[config.mk]
export PLATFORM = sky130hd
export DESIGN_NAME = multicycle_ctrl_fsm
export DESIGN_NICKNAME = d
export VERILOG_FILES = /design/src/rtl/multicycle_ctrl_fsm.sv
export SDC_FILE = /design/constraint.sdc
export NUM_CORES = 1
export LEC_CHECK = 0
export BUFFER_PORTS_ARGS = -buffer_cell sky130_fd_sc_hd__buf_2
export CORE_UTILIZATION = 35
export CTS_BUF_LIST = sky130_fd_sc_hd__clkbuf_2 sky130_fd_sc_hd__clkbuf_4 sky130_fd_sc_hd__clkbuf_8
export CTS_CLUSTER_SIZE = 14
export DETAILED_ROUTE_END_ITERATION = 10
export PLACE_DENSITY = 0.78
export SLEW_MARGIN = 0
export SYNTH_ARGS = -nofsm -noshare
export SYNTH_HDL_FRONTEND = slang
export SYNTH_SLANG_ARGS = --single-unit
[constraint.sdc]
create_clock -name CLK -period 1.6 [get_ports CLK]
set_clock_uncertainty 0.2 [all_clocks]
set_input_delay 0.08 -clock CLK [delete_from_list [all_inputs] [get_ports CLK]]
set_output_delay 0.08 -clock CLK [all_outputs]
set_load 0.03 [all_outputs]
[src/rtl/multicycle_ctrl_fsm.sv]
// Multicycle control FSM for the RV32I-subset core: sequences fetch/decode/execute/writeback
// and drives every datapath select and write enable, with optional memory handshake and trap.
module multicycle_ctrl_fsm #(
    parameter int ALU_W         = 3,
    parameter bit MEM_HANDSHAKE = 1'b0,
    parameter bit BRANCH_BNE    = 1'b1
) (
    input  logic             CLK,
    input  logic             CLR,
    input  logic [6:0]       OP,
    input  logic [2:0]       FUNCT3,
    input  logic             FUNCT7B5,
    input  logic             ZERO,
    input  logic             MemReady,
    output logic             PCWrite,
    output logic             AdrSrc,
    output logic             MemWrite,
    output logic             IRWrite,
    output logic [1:0]       ResultSrc,
    output logic [ALU_W-1:0] ALUControl,
    output logic [1:0]       ALUSrcA,
    output logic [1:0]       ALUSrcB,
    output logic [1:0]       ImmSrc,
    output logic             RegWrite,
    output logic             Illegal,
    output logic [3:0]       State
);

    typedef enum logic [3:0] {
        S_FETCH    = 4'd0,
        S_DECODE   = 4'd1,
        S_MEMADR   = 4'd2,
        S_MEMREAD  = 4'd3,
        S_MEMWB    = 4'd4,
        S_MEMWRITE = 4'd5,
        S_EXECR    = 4'd6,
        S_EXECI    = 4'd7,
        S_ALUWB    = 4'd8,
        S_BRANCH   = 4'd9,
        S_JAL      = 4'd10,
        S_TRAP     = 4'd11
    } state_e;

    localparam logic [6:0] OP_LW  = 7'b0000011;
    localparam logic [6:0] OP_SW  = 7'b0100011;
    localparam logic [6:0] OP_R   = 7'b0110011;
    localparam logic [6:0] OP_I   = 7'b0010011;
    localparam logic [6:0] OP_BR  = 7'b1100011;
    localparam logic [6:0] OP_JAL = 7'b1101111;

    localparam logic [2:0] ALU_ADD = 3'b000;
    localparam logic [2:0] ALU_SUB = 3'b001;
    localparam logic [2:0] ALU_AND = 3'b010;
    localparam logic [2:0] ALU_OR  = 3'b011;
    localparam logic [2:0] ALU_SLT = 3'b101;

    state_e     state_q, state_d;
    logic       mem_rdy;
    logic       alu_legal, br_legal;
    logic       pc_we, ir_we, mem_we, reg_we, ill;
    logic [2:0] alu_op;

    // Without the handshake the memory is treated as always ready.
    assign mem_rdy   = !MEM_HANDSHAKE || MemReady;
    assign alu_legal = (FUNCT3 == 3'b000) || (FUNCT3 == 3'b010) ||
                       (FUNCT3 == 3'b110) || (FUNCT3 == 3'b111);
    assign br_legal  = (FUNCT3 == 3'b000) || (BRANCH_BNE && (FUNCT3 == 3'b001));

    function automatic logic [2:0] alu_dec(input logic [2:0] f3, input logic sub_ok);
        logic [2:0] r;
        r = ALU_ADD;
        case (f3)
            3'b000:  r = sub_ok ? ALU_SUB : ALU_ADD;
            3'b010:  r = ALU_SLT;
            3'b110:  r = ALU_OR;
            3'b111:  r = ALU_AND;
            default: r = ALU_ADD;
        endcase
        return r;
    endfunction

    always_ff @(posedge CLK or negedge CLR) begin
        if (!CLR) state_q <= S_FETCH;
        else      state_q <= state_d;
    end

    always_comb begin
        state_d   = state_q;
        pc_we     = 1'b0;
        ir_we     = 1'b0;
        mem_we    = 1'b0;
        reg_we    = 1'b0;
        ill       = 1'b0;
        AdrSrc    = 1'b0;
        ResultSrc = 2'b00;
        alu_op    = ALU_ADD;
        ALUSrcA   = 2'b00;
        ALUSrcB   = 2'b00;
        ImmSrc    = 2'b00;
        case (state_q)
            S_FETCH: begin
                ALUSrcB   = 2'b10;
                ResultSrc = 2'b10;
                ir_we     = mem_rdy;
                pc_we     = mem_rdy;
                if (mem_rdy) state_d = S_DECODE;
            end
            S_DECODE: begin
                ALUSrcA = 2'b01;
                ALUSrcB = 2'b01;
                ImmSrc  = 2'b10;
                // Illegal funct3 values are caught here so EXEC never sees them.
                case (OP)
                    OP_LW, OP_SW: state_d = S_MEMADR;
                    OP_R:         state_d = alu_legal ? S_EXECR : S_TRAP;
                    OP_I:         state_d = alu_legal ? S_EXECI : S_TRAP;
                    OP_BR:        state_d = br_legal ? S_BRANCH : S_TRAP;
                    OP_JAL:       state_d = S_JAL;
                    default:      state_d = S_TRAP;
                endcase
            end
            S_MEMADR: begin
                ALUSrcA = 2'b10;
                ALUSrcB = 2'b01;
                ImmSrc  = (OP == OP_SW) ? 2'b01 : 2'b00;
                state_d = (OP == OP_SW) ? S_MEMWRITE : S_MEMREAD;
            end
            S_MEMREAD: begin
                AdrSrc = 1'b1;
                if (mem_rdy) state_d = S_MEMWB;
            end
            S_MEMWB: begin
                ResultSrc = 2'b01;
                reg_we    = 1'b1;
                state_d   = S_FETCH;
            end
            S_MEMWRITE: begin
                AdrSrc = 1'b1;
                mem_we = 1'b1;
                if (mem_rdy) state_d = S_FETCH;
            end
            S_EXECR: begin
                ALUSrcA = 2'b10;
                alu_op  = alu_dec(FUNCT3, FUNCT7B5);
                state_d = S_ALUWB;
            end
            S_EXECI: begin
                ALUSrcA = 2'b10;
                ALUSrcB = 2'b01;
                alu_op  = alu_dec(FUNCT3, 1'b0);
                state_d = S_ALUWB;
            end
            S_ALUWB: begin
                reg_we  = 1'b1;
                state_d = S_FETCH;
            end
            S_BRANCH: begin
                ALUSrcA = 2'b10;
                alu_op  = ALU_SUB;
                ImmSrc  = 2'b10;
                pc_we   = ((FUNCT3 == 3'b000) && ZERO) ||
                          (BRANCH_BNE && (FUNCT3 == 3'b001) && !ZERO);
                state_d = S_FETCH;
            end
            S_JAL: begin
                ALUSrcA = 2'b01;
                ALUSrcB = 2'b10;
                pc_we   = 1'b1;
                state_d = S_ALUWB;
            end
            S_TRAP: begin
                ill = 1'b1;
            end
            default: state_d = S_FETCH;
        endcase
    end

    // Enables are gated by CLR so nothing writes while reset is held, even between edges.
    assign PCWrite    = pc_we & CLR;
    assign IRWrite    = ir_we & CLR;
    assign MemWrite   = mem_we & CLR;
    assign RegWrite   = reg_we & CLR;
    assign Illegal    = ill & CLR;
    assign ALUControl = ALU_W'(alu_op);
    assign State      = state_q;

endmodule

==> run summary, run 1 <==
status -> finished, violations left
violated checks -> hold timing, setup timing
reg-to-reg setup timing slack -> 0.06 ns
IO Count -> 36
TritonCTS clock tree -> yes
GRT Resource Usage Total -> 27.19%
relative max-transition margin -> 79.08%
fmax -> 569.9 MHz
fin crit share -> 109.7%
Mapped Cells -> 81
FF-to-FF path depth -> 6
pin count of the biggest net entering global routing -> 10
unrepaired setup endpoints after global routing -> yes
flops & latches, synth -> 4
Final Setup Violations -> 12
Core Box Area -> 1541 um^2
CP Capture Type -> output pin
vias per cell -> 5.551
sequential cell area fraction in the yosys report -> 17.06%
RR Endpoint -> State[0]$_DFFE_PN0P_
Max FO, Critical Path -> 5
post-route minimum period -> 1.755 ns
max cap viols -> 0
DP HPWL -> 1533 um
Routability Congestion -> 0.7736
IO buf count -> 34
chip width -> 42.95 um
crit path cell chain -> buf_12 -> nor2b_4 -> nand2_2 -> nor4_2 -> o21a_2 -> buf_6
remaining global-route overflow -> 0
Critical-path top delay cell -> dfrtp_2
num rows -> 14
Worst-Margin Slew -> 0.3112 ns
Setup crit start kind -> register
fin nets -> 157
Final ANT Viol Nets -> 0
worst skew pair latency -> 0.25 ns
DRC Markers -> 0
Worst R2R Start -> State[1]$_DFFE_PN0P_
Syn. warnings -> 0
CP required -> 1.32 ns
first-pass GRT wire length -> 3753 um
Final Hold Fails -> 2
Net Count, Synth -> 96
hold_ws -> -0.005435 ns
H-tree level count -> 1
first-pass iteration count of the detailed router -> 4
Final Max Slew Viols -> 0
critical path startpoint -> State[1]$_DFFE_PN0P_
fillcell total -> 95
Hold WC Path Type -> in -> async
peak supply drop -> 1.369 mV
Clock Tree Root -> clkbuf_4
setup TNS -> -0.6446 ns
crit path kind -> reg -> out
Die Ht -> 42.95 um
share of layout cells above drive strength 1 -> 72.86%
leakage -> 0.6034 nW
Clk pin slew, worst setup/hold paths -> 0.05 ns
ranking of synthesized cells by area -> dfrtp_1 17%, nand2_1 7.7%, nor2b_1 5.3%, nor3_1 5.1%, nor2_1 4.5%
Avg WL per Cell -> 16.88 um
DIE AREA -> 1844 um^2
antenna violations before repair -> 0
vias in the first global route -> 818
share of the synthesized area in the top cell type -> 17.06%
commonest non-fill, non-tap cells in the layout -> 26 x buf_4, 18 x buf_2, 15 x buf_6, 6 x nand2_1, 5 x nor2_1
total number of vias -> 866
dpl ws -> 0.01933 ns
CTS max path bufs -> 2
DR iter-0 viols -> 18
final wirelength -> 2633 um
Synth area leader -> dfrtp_1
max reg flops -> 4
synthesized area -> 586.8 um^2
final worst slack -> -0.1547 ns
Avg Cell Area, Syn -> 7.245 um^2
Area Overhead vs Synth -> 114.9%
Worst EP arrival -> 1.47 ns
worst path bufs/invs -> 2
TritonCTS Buffers -> 3
slowest cell delay on critical path -> 0.42 ns
Pwr Density -> 2267 nW/um^2
leading cell type in the layout, fill and taps excluded -> buf_4
Initial Util -> 38.07%
number of diodes -> 0
CTS sink count -> 4
number of distinct library cells after synthesis -> 39
Top Family by Delay on Critical Path -> flip-flops
## metal layers
layer  part of all wire, %  global-route usage [%]
met4                   1.0                   9.091
met2                    55                   49.09
met1                    38                   32.29
met5                     0                       0
met3                   5.4                   4.255
## metrics by stage
| stage | total power, W | util, % | area [um^2] | cells | hold slack (ns) |
|---|---|---|---|---|---|
| 5_1_grt | 0.002997 | 81.82 | 1261 | 156 | 0.02334 |
| 2_1_floorplan | 0.001514 | - | 694.4 | 81 | -0.4156 |
| 6_report | 0.002859 | 81.82 | 1261 | 156 | -0.005435 |
| 3_5_place_dp | 0.001982 | 60.63 | 934.6 | 138 | -0.2867 |
| 3_3_place_gp | 0.001946 | 60.63 | 934.6 | 138 | -0.2876 |
| 4_1_cts | 0.002563 | 76.62 | 1181 | 154 | 0.001417 |
## worst register-to-register path: stages, from the launching register on
cell and delay [ns]:
dfrtp_2 0.42, buf_4 0.14, buf_4 0.13, buf_6 0.13, a31oi_1 0.15, o311ai_1 0.12, a31oi_1 0.16
## synth_stat cells (all sizes together)
| library cell | n |
|---|---|
| and3 | 1 |
| nand3 | 2 |
| nand2 | 12 |
| o2bb2ai | 1 |
| a31oi | 2 |
| o211ai | 1 |
| buf | 6 |
| xnor2 | 2 |
| nor2 | 8 |
| a21oi | 3 |
| inv | 3 |
| o21ai | 2 |
| o21a | 1 |
| a211o | 1 |
| nor2b | 7 |
| a2bb2oi | 1 |
| o311ai | 1 |
| and2 | 1 |
| and4 | 1 |
| and2b | 1 |
| nor4 | 3 |
| dfrtp | 4 |
| a21o | 1 |
| nand4 | 1 |
| nor4b | 1 |
| nor3 | 6 |
| o31ai | 2 |
| or4 | 1 |
| a21boi | 1 |
| xor2 | 1 |
| o211a | 1 |
| a211oi | 1 |
| nand2b | 1 |
## worst max path at each step
stage,endpoint,slack [ns],cells past startpoint
floorplan,PCWrite,-0.1,4
global route,PCWrite,-0.22,6
finish,PCWrite,-0.15,6
global placement,PCWrite,0.07,5
detailed placement,PCWrite,0.02,5
CTS,ALUControl[2],-0.08,5
## cell type report
type,instances,area (um^2),area share [%]
timing repair buffer,62,494.2,39.19
multi-input combinational,68,603.1,47.82
tap,16,20.02,1.587
clock buffer,3,22.52,1.786
sequential,4,105.1,8.333
inverter,3,16.27,1.290
## kinds of logic after synthesis
logic type | count (synthesis) | synth area share (%)
flip-flops | 4 | 17.06
AO/OA/AOI/OAI | 19 | 23.88
XOR/XNOR | 3 | 4.478
buffers and inverters | 9 | 7.462
AND/OR/NAND/NOR | 46 | 47.12
## what timing repair did
action / in CTS / in global routing
cloned: 0 / 0
endpoints found under the setup margin: 13 / 17
setup buffers: 11 / 2
hold endpoints to repair: 5 / 0
hold buffers: 2 / 0
pin swaps: 4 / 6
gates resized for setup: 34 / 20
## power breakdown
| group | leakage [nW] | switching (W) | internal, W |
|---|---|---|---|
| Clock | 0.0138 | 0.0000521 | 0.0000847 |
| Sequential | 0.0449 | 0.0000893 | 0.000160 |
| Combinational | 0.545 | 0.00135 | 0.00113 |
| Total | 0.603 | 0.00149 | 0.00137 |
No activity file was read; power rests on OpenSTA's default activity.
==> inputs of run 2 (changes only) <==
--- a/config.mk
+++ b/config.mk
@@ -6,6 +6,7 @@
 export NUM_CORES = 1
 export LEC_CHECK = 0
 export BUFFER_PORTS_ARGS = -buffer_cell sky130_fd_sc_hd__buf_2
+export CORE_MARGIN = 2
 export CORE_UTILIZATION = 35
 export CTS_BUF_LIST = sky130_fd_sc_hd__clkbuf_2 sky130_fd_sc_hd__clkbuf_4 sky130_fd_sc_hd__clkbuf_8
 export CTS_CLUSTER_SIZE = 14
==> run summary, run 2 (same netlist as run 1, synthesis figures left out) <==
status -> finished, violations left
violated checks -> setup timing
Net Sw Frac -> 52.89% (+0.87 points)
DRC Markers -> 0 (unchanged)
met1 Use GR -> 34.07% (+1.8 points)
Initial Util -> 38.07% (unchanged)
vias in the first global route -> 856 (+4.6%)
M2 GR Usage -> 46.29% (-2.8 points)
max cap viols -> 0 (unchanged)
FF-to-FF path depth -> 6 (unchanged)
worst skew pair latency -> 0.24 ns (about the same)
TritonCTS clock tree -> yes
total number of vias -> 925 (+6.8%)
share of layout cells above drive strength 1 -> 73.76% (+0.90 points)
final wirelength -> 2947 um (+12%)
DIE AREA -> 2020 um^2 (+9.5%)
Max FO, Critical Path -> 7 (+2)
peak supply drop -> 1.457 mV (+6.5%)
internal power -> 0.001380 W (+0.67%)
Worst R2R Start -> State[1]$_DFFE_PN0P_
RR Endpoint -> State[3]$_DFFE_PN0P_
vias per cell -> 5.892 (+6.1%)
commonest non-fill, non-tap cells in the layout -> 23 x buf_4, 21 x buf_2, 16 x buf_6, 8 x nand2_1, 5 x nor2_4
fmax -> 574.3 MHz (+0.77%)
DP HPWL -> 1611 um (+5.1%)
crit path kind -> reg -> out
Die Ht -> 44.95 um (+4.7%)
Final Max Slew Viols -> 0 (unchanged)
Final Setup Violations -> 14 (+2)
pin count of the biggest net entering global routing -> 8 (-2)
antenna violations before repair -> 0 (unchanged)
combinational share of power -> 86.0% (-0.5 points)
num rows -> 14 (unchanged)
Avg WL per Cell -> 18.77 um (+11%)
Clock Tree Root -> clkbuf_4
number of diodes -> 0 (unchanged)
Clk pin slew, worst setup/hold paths -> 0.04 ns (about the same)
first-pass iteration count of the detailed router -> 4 (unchanged)
GR Layer Usage met3 -> 1.600% (-2.7 points)
reg-to-reg setup timing slack -> -0.02 ns (-0.08 ns)
Reg power frac -> 9.5% (+0.8 points)
Hold WC Path Type -> in -> reg
critical path endpoint -> PCWrite
Pwr Density -> 2274 nW/um^2 (+0.33%)
DR iter-0 viols -> 39 (+21)
remaining global-route overflow -> 0 (unchanged)
CP Capture Type -> output pin
hold_ws -> 0.02685 ns (+0.03229 ns)
NetSw -> 0.001550 W (+4.2%)
H-tree level count -> 1 (unchanged)
final worst slack -> -0.1413 ns (+0.01342 ns)
CP required -> 1.32 ns (about the same)
Area Overhead vs Synth -> 119.6%
CTS max path bufs -> 2 (unchanged)
unrepaired setup endpoints after global routing -> yes
Core Box Area -> 1541 um^2 (unchanged)
first-pass GRT wire length -> 3953 um (+5.3%)
max reg flops -> 4 (unchanged)
TritonCTS Buffers -> 3 (unchanged)
Final ANT Viol Nets -> 0 (unchanged)
Worst-Margin Slew -> 0.2930 ns (-0.01818 ns)
relative max-transition margin -> 80.43% (+1.3 points)
Final Hold Fails -> 0 (-2)
Setup crit start kind -> register
power consumption -> 0.002931 W (+2.5%)
critical path startpoint -> State[3]$_DFFE_PN0P_
fin nets -> 158 (+0.64%)
leading cell type in the layout, fill and taps excluded -> buf_4
Routability Congestion -> 0.8371 (+8.2%)
fillcell total -> 103 (+8.4%)
busiest grt layer -> met2
CTS sink count -> 4 (unchanged)
chip width -> 44.95 um (+4.7%)
fin crit share -> 108.8% (-0.84 points)
share of total power in the clock network -> 4.6% (-0.2 points)
Worst EP arrival -> 1.46 ns (about the same)
leakage -> 0.6065 nW (+0.52%)
GRT Resource Usage Total -> 26.36% (-0.82 points)
post-route minimum period -> 1.741 ns (-0.01342 ns)
IO Count -> 36 (unchanged)
IO buf count -> 34 (unchanged)
==> run 2: metal layers <==
metal	wire length (um)	vias up
li1	-	410
met1	1185	445
met2	1480	53
met3	167	17
met4	113	0
met5	0	-
==> run 2: what timing repair did <==
item | CTS | global route
hold buffers | 2 | 0
pin swaps | 5 | 9
gates resized for setup | 35 | 21
endpoints found under the setup margin | 12 | 17
hold endpoints to repair | 5 | 0
buffers inserted | 5 | 9
==> run 2: per-stage QoR <==
| step | utilization [%] | worst slack (ns) | std cells | setup TNS (ns) | instance area (um^2) |
|---|---|---|---|---|---|
| 3_5_place_dp | 61.12 | 0.01242 | 139 | 0 | 942.2 |
| 4_1_cts | 74.92 | -0.09080 | 149 | -0.4307 | 1155 |
| 5_1_grt | 83.60 | -0.1995 | 157 | -1.762 | 1289 |
| 3_3_place_gp | 61.12 | 0.08295 | 139 | 0 | 942.2 |
| 6_report | 83.60 | -0.1413 | 157 | -0.9343 | 1289 |
| 2_1_floorplan | - | -0.09571 | 81 | -0.1757 | 694.4 |
==> run 2: final cells by class <==
type                       count  area, um^2  share of cell area, %
timing repair buffer          63       498.0                  38.64
sequential                     4       105.1                  8.155
inverter                       3       11.26                 0.8738
multi-input combinational     68       631.9                  49.03
tap                           16       20.02                  1.553
clock buffer                   3       22.52                  1.748
==> run 2: worst min path at each step <==
stage / from / cells after the start / endpoint / slack [ns]
5_1_grt: OP[4] / 4 / State[2]$_DFFE_PN0P_ / 0.04
3_3_place_gp: CLR / 1 / State[0]$_DFFE_PN0P_ / -0.29
6_report: OP[4] / 4 / State[2]$_DFFE_PN0P_ / 0.03
3_5_place_dp: CLR / 1 / State[0]$_DFFE_PN0P_ / -0.29
4_1_cts: OP[4] / 4 / State[2]$_DFFE_PN0P_ / 0.01
2_1_floorplan: CLR / 0 / State[0]$_DFFE_PN0P_ / -0.42
==> run 2: power by group through the flow <==
stage	Sequential [W]	Combinational, W	Clock, W
6_report	0.000278	0.00252	0.000133
5_1_grt	0.000286	0.00265	0.000141
4_1_cts	0.000264	0.00213	0.000126
3_5_place_dp	0.000280	0.00173	0
3_3_place_gp	0.000276	0.00170	0
2_1_floorplan	0.000299	0.00122	0
==> run 2: worst max-delay path, cell delays in order, from the launching register on <==
cell and delay [ns]:
dfrtp_2 0.48, nor2b_4 0.21, nand2_2 0.08, nor4_2 0.16, o21a_2 0.17, buf_6 0.12
